<file path="config.mk">
export PLATFORM = sky130hd
export DESIGN_NAME = rbp_sample_player
export DESIGN_NICKNAME = d
export VERILOG_FILES = /design/src/rtl/rbp_sample_player.sv
export SDC_FILE = /design/constraint.sdc
export NUM_CORES = 1
export LEC_CHECK = 0
export BUFFER_PORTS_ARGS = -buffer_cell sky130_fd_sc_hd__buf_2
export CAP_MARGIN = 20
export CORE_MARGIN = 2
export CORE_UTILIZATION = 30
export DETAILED_ROUTE_END_ITERATION = 6
export PLACE_DENSITY = 0.56
export SYNTH_ARGS = -nofsm -noshare
export SYNTH_HDL_FRONTEND = slang
export SYNTH_SLANG_ARGS = --single-unit
</file>
<file path="constraint.sdc">
create_clock -name sys_clk -period 9.4 [get_ports sys_clk]
set_clock_uncertainty 0.1 [all_clocks]
set_input_delay 0.47 -clock sys_clk [delete_from_list [all_inputs] [get_ports sys_clk]]
set_output_delay 0.47 -clock sys_clk [all_outputs]
set_load 0.005 [all_outputs]
</file>
<file path="src/rtl/rbp_sample_player.sv">
// Plays SDRAM-resident 16-bit samples through the rbp read-back port: clears the
// read pointer, prefetches words into a small FIFO and emits one per sample period.
module rbp_sample_player #(
    parameter int unsigned DIV_W   = 16,
    parameter int unsigned FIFO_AW = 2,
    parameter int unsigned TIMEOUT = 1024
) (
    input  logic             sys_clk,
    input  logic             sys_rst_n,
    input  logic             start,
    input  logic             stop,
    input  logic [23:0]      play_len,
    input  logic [DIV_W-1:0] period,
    output logic             rbp_req,
    input  logic             rbp_ack,
    output logic             rbp_rst,
    output logic             rbp_dat,
    output logic [3:0]       rbp_cmd,
    input  logic [15:0]      rbp_data,
    output logic [15:0]      sample_out,
    output logic             sample_valid,
    output logic             playing,
    output logic             done,
    output logic             underrun,
    output logic             timeout_err
);

    localparam int unsigned DEPTH = 2 ** FIFO_AW;
    localparam int unsigned CNT_W = FIFO_AW + 1;
    localparam int unsigned LEN_W = 24;
    localparam int unsigned TO_W  = $clog2(TIMEOUT + 1);

    localparam logic [2:0] S_IDLE    = 3'd0;
    localparam logic [2:0] S_CLR     = 3'd1;
    localparam logic [2:0] S_CLR_REL = 3'd2;
    localparam logic [2:0] S_FETCH   = 3'd3;
    localparam logic [2:0] S_RD      = 3'd4;
    localparam logic [2:0] S_RD_REL  = 3'd5;
    localparam logic [2:0] S_ABORT   = 3'd6;

    logic [2:0]         state_q, state_d;
    logic [LEN_W-1:0]   len_q, len_d, fetched_q, fetched_d, played_q, played_d;
    logic [DIV_W-1:0]   per_q, per_d, tmr_q, tmr_d;
    logic [TO_W-1:0]    to_q, to_d;
    logic [FIFO_AW-1:0] wr_ptr_q, rd_ptr_q;
    logic [CNT_W-1:0]   fifo_cnt_q;
    logic [15:0]        mem_q [DEPTH];
    logic               req_q, req_d, rst_q, rst_d, playing_q, playing_d, done_q, done_d;
    logic               valid_q, valid_d, underrun_q, underrun_d, to_err_q, to_err_d;
    logic [3:0]         cmd_q, cmd_d;
    logic [15:0]        sample_q, sample_d;
    logic               push, pop, flush, tick, in_phase, in_run;

    assign rbp_req      = req_q;
    assign rbp_rst      = rst_q;
    assign rbp_dat      = 1'b0;
    assign rbp_cmd      = cmd_q;
    assign sample_out   = sample_q;
    assign sample_valid = valid_q;
    assign playing      = playing_q;
    assign done         = done_q;
    assign underrun     = underrun_q;
    assign timeout_err  = to_err_q;

    assign in_phase = (state_q == S_CLR) || (state_q == S_CLR_REL) ||
                      (state_q == S_RD)  || (state_q == S_RD_REL);
    assign in_run   = (state_q == S_FETCH) || (state_q == S_RD) || (state_q == S_RD_REL);

    // Next-state, handshake, sample timer and output decode
    always_comb begin
        state_d    = state_q;
        len_d      = len_q;
        per_d      = per_q;
        tmr_d      = tmr_q;
        fetched_d  = fetched_q;
        played_d   = played_q;
        sample_d   = sample_q;
        valid_d    = 1'b0;
        done_d     = 1'b0;
        underrun_d = underrun_q;
        to_err_d   = to_err_q;
        push       = 1'b0;
        pop        = 1'b0;
        flush      = 1'b0;
        tick       = 1'b0;

        case (state_q)
            S_IDLE: begin
                if (start && !stop) begin
                    len_d      = play_len;
                    per_d      = (period < DIV_W'(2)) ? DIV_W'(2) : period;
                    fetched_d  = '0;
                    played_d   = '0;
                    underrun_d = 1'b0;
                    to_err_d   = 1'b0;
                    flush      = 1'b1;
                    state_d    = S_CLR;
                end
            end
            S_CLR: if (rbp_ack) state_d = S_CLR_REL;
            S_CLR_REL: begin
                if (!rbp_ack) begin
                    if (len_q == '0) begin
                        done_d  = 1'b1;
                        state_d = S_IDLE;
                    end else begin
                        tmr_d   = per_q - DIV_W'(1);
                        state_d = S_FETCH;
                    end
                end
            end
            S_FETCH: begin
                if ((fetched_q < len_q) && (fifo_cnt_q < CNT_W'(DEPTH))) begin
                    state_d = S_RD;
                end else if (played_q == len_q) begin
                    done_d  = 1'b1;
                    state_d = S_IDLE;
                end
            end
            S_RD: begin
                if (rbp_ack) begin
                    push      = 1'b1;
                    fetched_d = fetched_q + LEN_W'(1);
                    state_d   = S_RD_REL;
                end
            end
            S_RD_REL: if (!rbp_ack) state_d = S_FETCH;
            S_ABORT: begin
                flush   = 1'b1;
                state_d = S_IDLE;
            end
            default: state_d = S_IDLE;
        endcase

        // A phase stuck for TIMEOUT cycles aborts the transaction
        if (in_phase && (state_d == state_q) && (to_q == TO_W'(TIMEOUT - 1))) begin
            to_err_d = 1'b1;
            state_d  = S_ABORT;
        end
        if (stop && (state_q != S_IDLE) && (state_q != S_ABORT)) begin
            push      = 1'b0;
            fetched_d = fetched_q;
            done_d    = 1'b0;
            state_d   = S_ABORT;
        end
        to_d = (in_phase && (state_d == state_q)) ? to_q + TO_W'(1) : '0;

        if (in_run) begin
            if (tmr_q == '0) begin
                tick  = 1'b1;
                tmr_d = per_q - DIV_W'(1);
            end else begin
                tmr_d = tmr_q - DIV_W'(1);
            end
        end
        if (tick && (state_d != S_ABORT)) begin
            if (fifo_cnt_q != '0) begin
                pop      = 1'b1;
                sample_d = mem_q[rd_ptr_q];
                valid_d  = 1'b1;
                played_d = played_q + LEN_W'(1);
            end else if (played_q < len_q) begin
                underrun_d = 1'b1;
            end
        end

        req_d     = (state_d == S_CLR) || (state_d == S_RD);
        cmd_d     = ((state_d == S_RD) || (state_d == S_RD_REL)) ? 4'd1 : 4'd0;
        rst_d     = (state_d == S_ABORT);
        playing_d = ((state_d != S_IDLE) && (state_d != S_ABORT)) || done_d;
    end

    // State, counters and registered outputs
    always_ff @(posedge sys_clk or negedge sys_rst_n) begin
        if (!sys_rst_n) begin
            state_q    <= S_IDLE;
            len_q      <= '0;
            per_q      <= '0;
            tmr_q      <= '0;
            to_q       <= '0;
            fetched_q  <= '0;
            played_q   <= '0;
            req_q      <= 1'b0;
            cmd_q      <= '0;
            rst_q      <= 1'b0;
            sample_q   <= '0;
            valid_q    <= 1'b0;
            playing_q  <= 1'b0;
            done_q     <= 1'b0;
            underrun_q <= 1'b0;
            to_err_q   <= 1'b0;
        end else begin
            state_q    <= state_d;
            len_q      <= len_d;
            per_q      <= per_d;
            tmr_q      <= tmr_d;
            to_q       <= to_d;
            fetched_q  <= fetched_d;
            played_q   <= played_d;
            req_q      <= req_d;
            cmd_q      <= cmd_d;
            rst_q      <= rst_d;
            sample_q   <= sample_d;
            valid_q    <= valid_d;
            playing_q  <= playing_d;
            done_q     <= done_d;
            underrun_q <= underrun_d;
            to_err_q   <= to_err_d;
        end
    end

    // Sample FIFO; push only from RD, which is entered with room to spare
    always_ff @(posedge sys_clk or negedge sys_rst_n) begin
        if (!sys_rst_n) begin
            wr_ptr_q   <= '0;
            rd_ptr_q   <= '0;
            fifo_cnt_q <= '0;
            for (int unsigned i = 0; i < DEPTH; i++) mem_q[i] <= '0;
        end else if (flush) begin
            wr_ptr_q   <= '0;
            rd_ptr_q   <= '0;
            fifo_cnt_q <= '0;
        end else begin
            if (push) begin
                mem_q[wr_ptr_q] <= rbp_data;
                wr_ptr_q        <= wr_ptr_q + FIFO_AW'(1);
            end
            if (pop) rd_ptr_q <= rd_ptr_q + FIFO_AW'(1);
            if (push && !pop)      fifo_cnt_q <= fifo_cnt_q + CNT_W'(1);
            else if (pop && !push) fifo_cnt_q <= fifo_cnt_q - CNT_W'(1);
        end
    end

endmodule

</file>
==> impl_metrics.toml <==
[final_layout]
final_common_cell = "dfrtp_1"
drive_above_1_share_pct = 19.8
fin_area_mm2 = 0.0130
utilization_pct = 34.8
layout.nets = 1308
final_cell_mix = "213 x dfrtp_1, 203 x nand2_1, 83 x buf_2, 64 x mux2_2, 63 x o21ai_0"
fillers = 3805
diodes = 0
areaGrowthSynthToFinish_pct = 15.1

[pwr]
power_leakage_nw = 6.08
peakVddDrop_uv = 100
power_per_cell_area_mw_per_mm2 = 251

[die]
num_rows = 71
core_area_mm2 = 0.0374
die_h_um = 198
ios = 89
start_util_pct = 30.2
die_width_um = 198
die_area_mm2 = 0.0392

[clocking]
postCtsSetupRepairBufs = 0
cts_max_path_buffers = 3
htree_levels = 1
path_clk_slew_ns = 0.06
cts_resized = 0
hold_buffers = 1
cts_tree = "done"
clk-insertion-delay-late_ns = 0.53
cts_root_buf = "clkbuf_16"
cts_buffers = 24
clock_sinks = 213

[detailed_routing]
drc_errors = 0
drt_iter0_markers = 504
dr.pass1.iters = 4
vias = 8434
wire_per_inst_um = 16.0
wl_um = 27500
antenna_left = 0
vias_per_cell = 4.91

[placement]
placed_area_mm2 = 0.0122
dp_slack_ns = 6.09
portBuffers = 84
dp_hpwl_um = 19300
gp_congestion = 0.782

[worst_setup_path]
path_cells = "ha_1 > nand3_2 > or4b_1 > o21ai_2 > or3_1 > nand2_1 > a21bo_1 > o31ai_1"
worst-setup-path-type = "reg -> reg"
cp_data_required_time_ns = 9.73
critPathMaxFanout = 26
r2r_slack_ns = 6.10
timing.rr.start = "to_q[0]$_DFF_PN0_"
slowest_delay_ns = 0.85
r2r_end = "played_q[3]$_DFF_PN0_"
reg2regPathDepth = 8
arrival_ns = 3.63
end_kind = "register"
start_kind = "register"
crit_slowest_cell = "or3_1"

[logic_synthesis]
yosysWarnings = 0
synth_seq_cells = 213
synth_edf_count = 0
syn_avg_cell_area_um2 = 10.1
ys_seq_area_share_pct = 47.2
synth_cell_types = 79
synth_ff_type = "dfrtp_1"
async_reset_ff_share_pct = 100
synth_area_mm2 = 0.0113
syn_inst = 1116

[timing]
post-route-period-util_pct = 35.1
maxSlewViolCount = 0
setup_viol_count_final = 0
hold_violations = 0
fin_setup_tns_ns = 0
relSlewSlack_pct = 33.7
worstMarginPinSlew_ns = 0.995
layout_min_cycle_time_ns = 3.30
rsz0062_at_grt = "no"
layout_setup_ws_ns = 6.10
max_freq_ghz = 0.303

[global_route]
gr-usage-met3_pct = 2.11
grt_antenna_before_repair = 1
grtUsageTotal_pct = 14.3
use_met2_pct = 24.1
grt_max_degree = 88
met1_usage_pct = 19.2
grt_pass1_vias = 8524
busiest_layer = "met2"
grt_pass1_wl_um = 45400
grt_overflow = 0

[worst_hold_path]
hp-start = "period[9]"
hold_depth = 3
min_to = "per_q[9]$_DFFE_PN0P_"
worstHoldPathType = "in -> reg"

[run_status]
run_status = "complete, no violations"

[flow_run]
drv_cap = 0
## power breakdown
| part | switching, mW | leakage (nW) | total (mW) | internal (mW) |
|---|---|---|---|---|
| registers | 0.185 | 2.83 | 1.32 | 1.13 |
| logic | 0.590 | 2.88 | 1.01 | 0.419 |
| clock network | 0.380 | 0.377 | 0.942 | 0.562 |
## stage by stage
step	hold slack (ns)	total power [mW]	std cells
global route	0.0449	3.51	1716
CTS	0.0243	3.31	1715
global placement	0.351	2.31	1672
detailed placement	0.358	2.34	1672
floorplan	0.0744	2.05	1119
finish	0.0520	3.27	1716
## metal layers
metal | wire (um) | vias to the layer above
met4 | 533 | 2
met3 | 944 | 40
met1 | 13000 | 4170
met2 | 13100 | 136
met5 | 7 | -
li1 | - | 4086
## layout make-up
type,count,area [um^2],area share (%)
clock buffers,33,644,4.95
clock inverters,9,134,1.03
inverters,45,169,1.30
multi-input cells,813,5580,42.9
flip-flops and latches,213,5330,41.0
well taps,511,639,4.91
repair buffers,92,513,3.94
## cells by family (layout without fill, tap and decap cells)
kind of cell | count (synthesis) | after routing | synth area share [%]
flops | 213 | 213 | 47.2
other cells | 1 | 4 | 0.0332
simple gates | 438 | 438 | 18.6
xor+xnor | 45 | 45 | 3.55
buf+inv | 93 | 179 | 3.64
compound gates | 180 | 180 | 10.2
fa+ha+maj | 59 | 59 | 6.58
mux | 87 | 87 | 10.2
## worst max-delay path by stage
stage | start | end | slack [ns]
floorplan | rbp_ack | fifo_cnt_q[2]$_DFFE_PN0P_ | 6.27
global placement | to_q[0]$_DFF_PN0_ | played_q[3]$_DFF_PN0_ | 6.20
detailed placement | to_q[0]$_DFF_PN0_ | played_q[3]$_DFF_PN0_ | 6.09
CTS | to_q[0]$_DFF_PN0_ | played_q[3]$_DFF_PN0_ | 6.05
global route | to_q[0]$_DFF_PN0_ | played_q[3]$_DFF_PN0_ | 5.87
finish | to_q[0]$_DFF_PN0_ | played_q[3]$_DFF_PN0_ | 6.10
## registers in the layout, summed over array words and instances (netlist names), 3 cells and up
signal and count:
mem_q 64, per_q 16, sample_out 16, fifo_cnt_q 3
to_q 11, len_q 24, tmr_q 16, played_q 24
state_q 3, fetched_q 24
## synthesized netlist by cell type (4+ instances only)
cell      instances  area share, %
nor2_2           11           0.61
dfrtp_1         213             47
a21oi_1          40            1.8
and3_1           11           0.61
nor4_1           13           0.72
mux2_2           64            6.4
o31ai_1          12           0.80
buf_2             8           0.35
o21ai_1           5           0.22
or3_1            11           0.61
buf_1             4           0.13
buf_4             6           0.40
nand2_1         203            6.7
and4_1            6           0.46
clkbuf_1         26           0.86
xnor2_1          19            1.5
ha_1             57            6.3
inv_1            45            1.5
nor3_1           20           0.89
o21ai_0          63            2.8
nor2_1           54            1.8
nand3_1          44            1.9
o211ai_1         12           0.80
buf_6             4           0.40
xor2_1           25            1.9
nand4_1          16           0.89
and2_1            8           0.44
mux4_2           16            3.2
nor2b_1          13           0.72
a21o_1            4           0.27
a22o_1            4           0.31
mux2i_1           7           0.62
or4_1             4           0.27
## worst max-delay path, delay by kind of cell (launching register included)
family / cells / cell delay, ns
DFF: 1 / 0.39
adders and majority gates: 1 / 0.21
AOI/OAI and AO/OA: 3 / 0.67
and+or+nand+nor: 4 / 1.82
(Power assumes the default switching activity.)
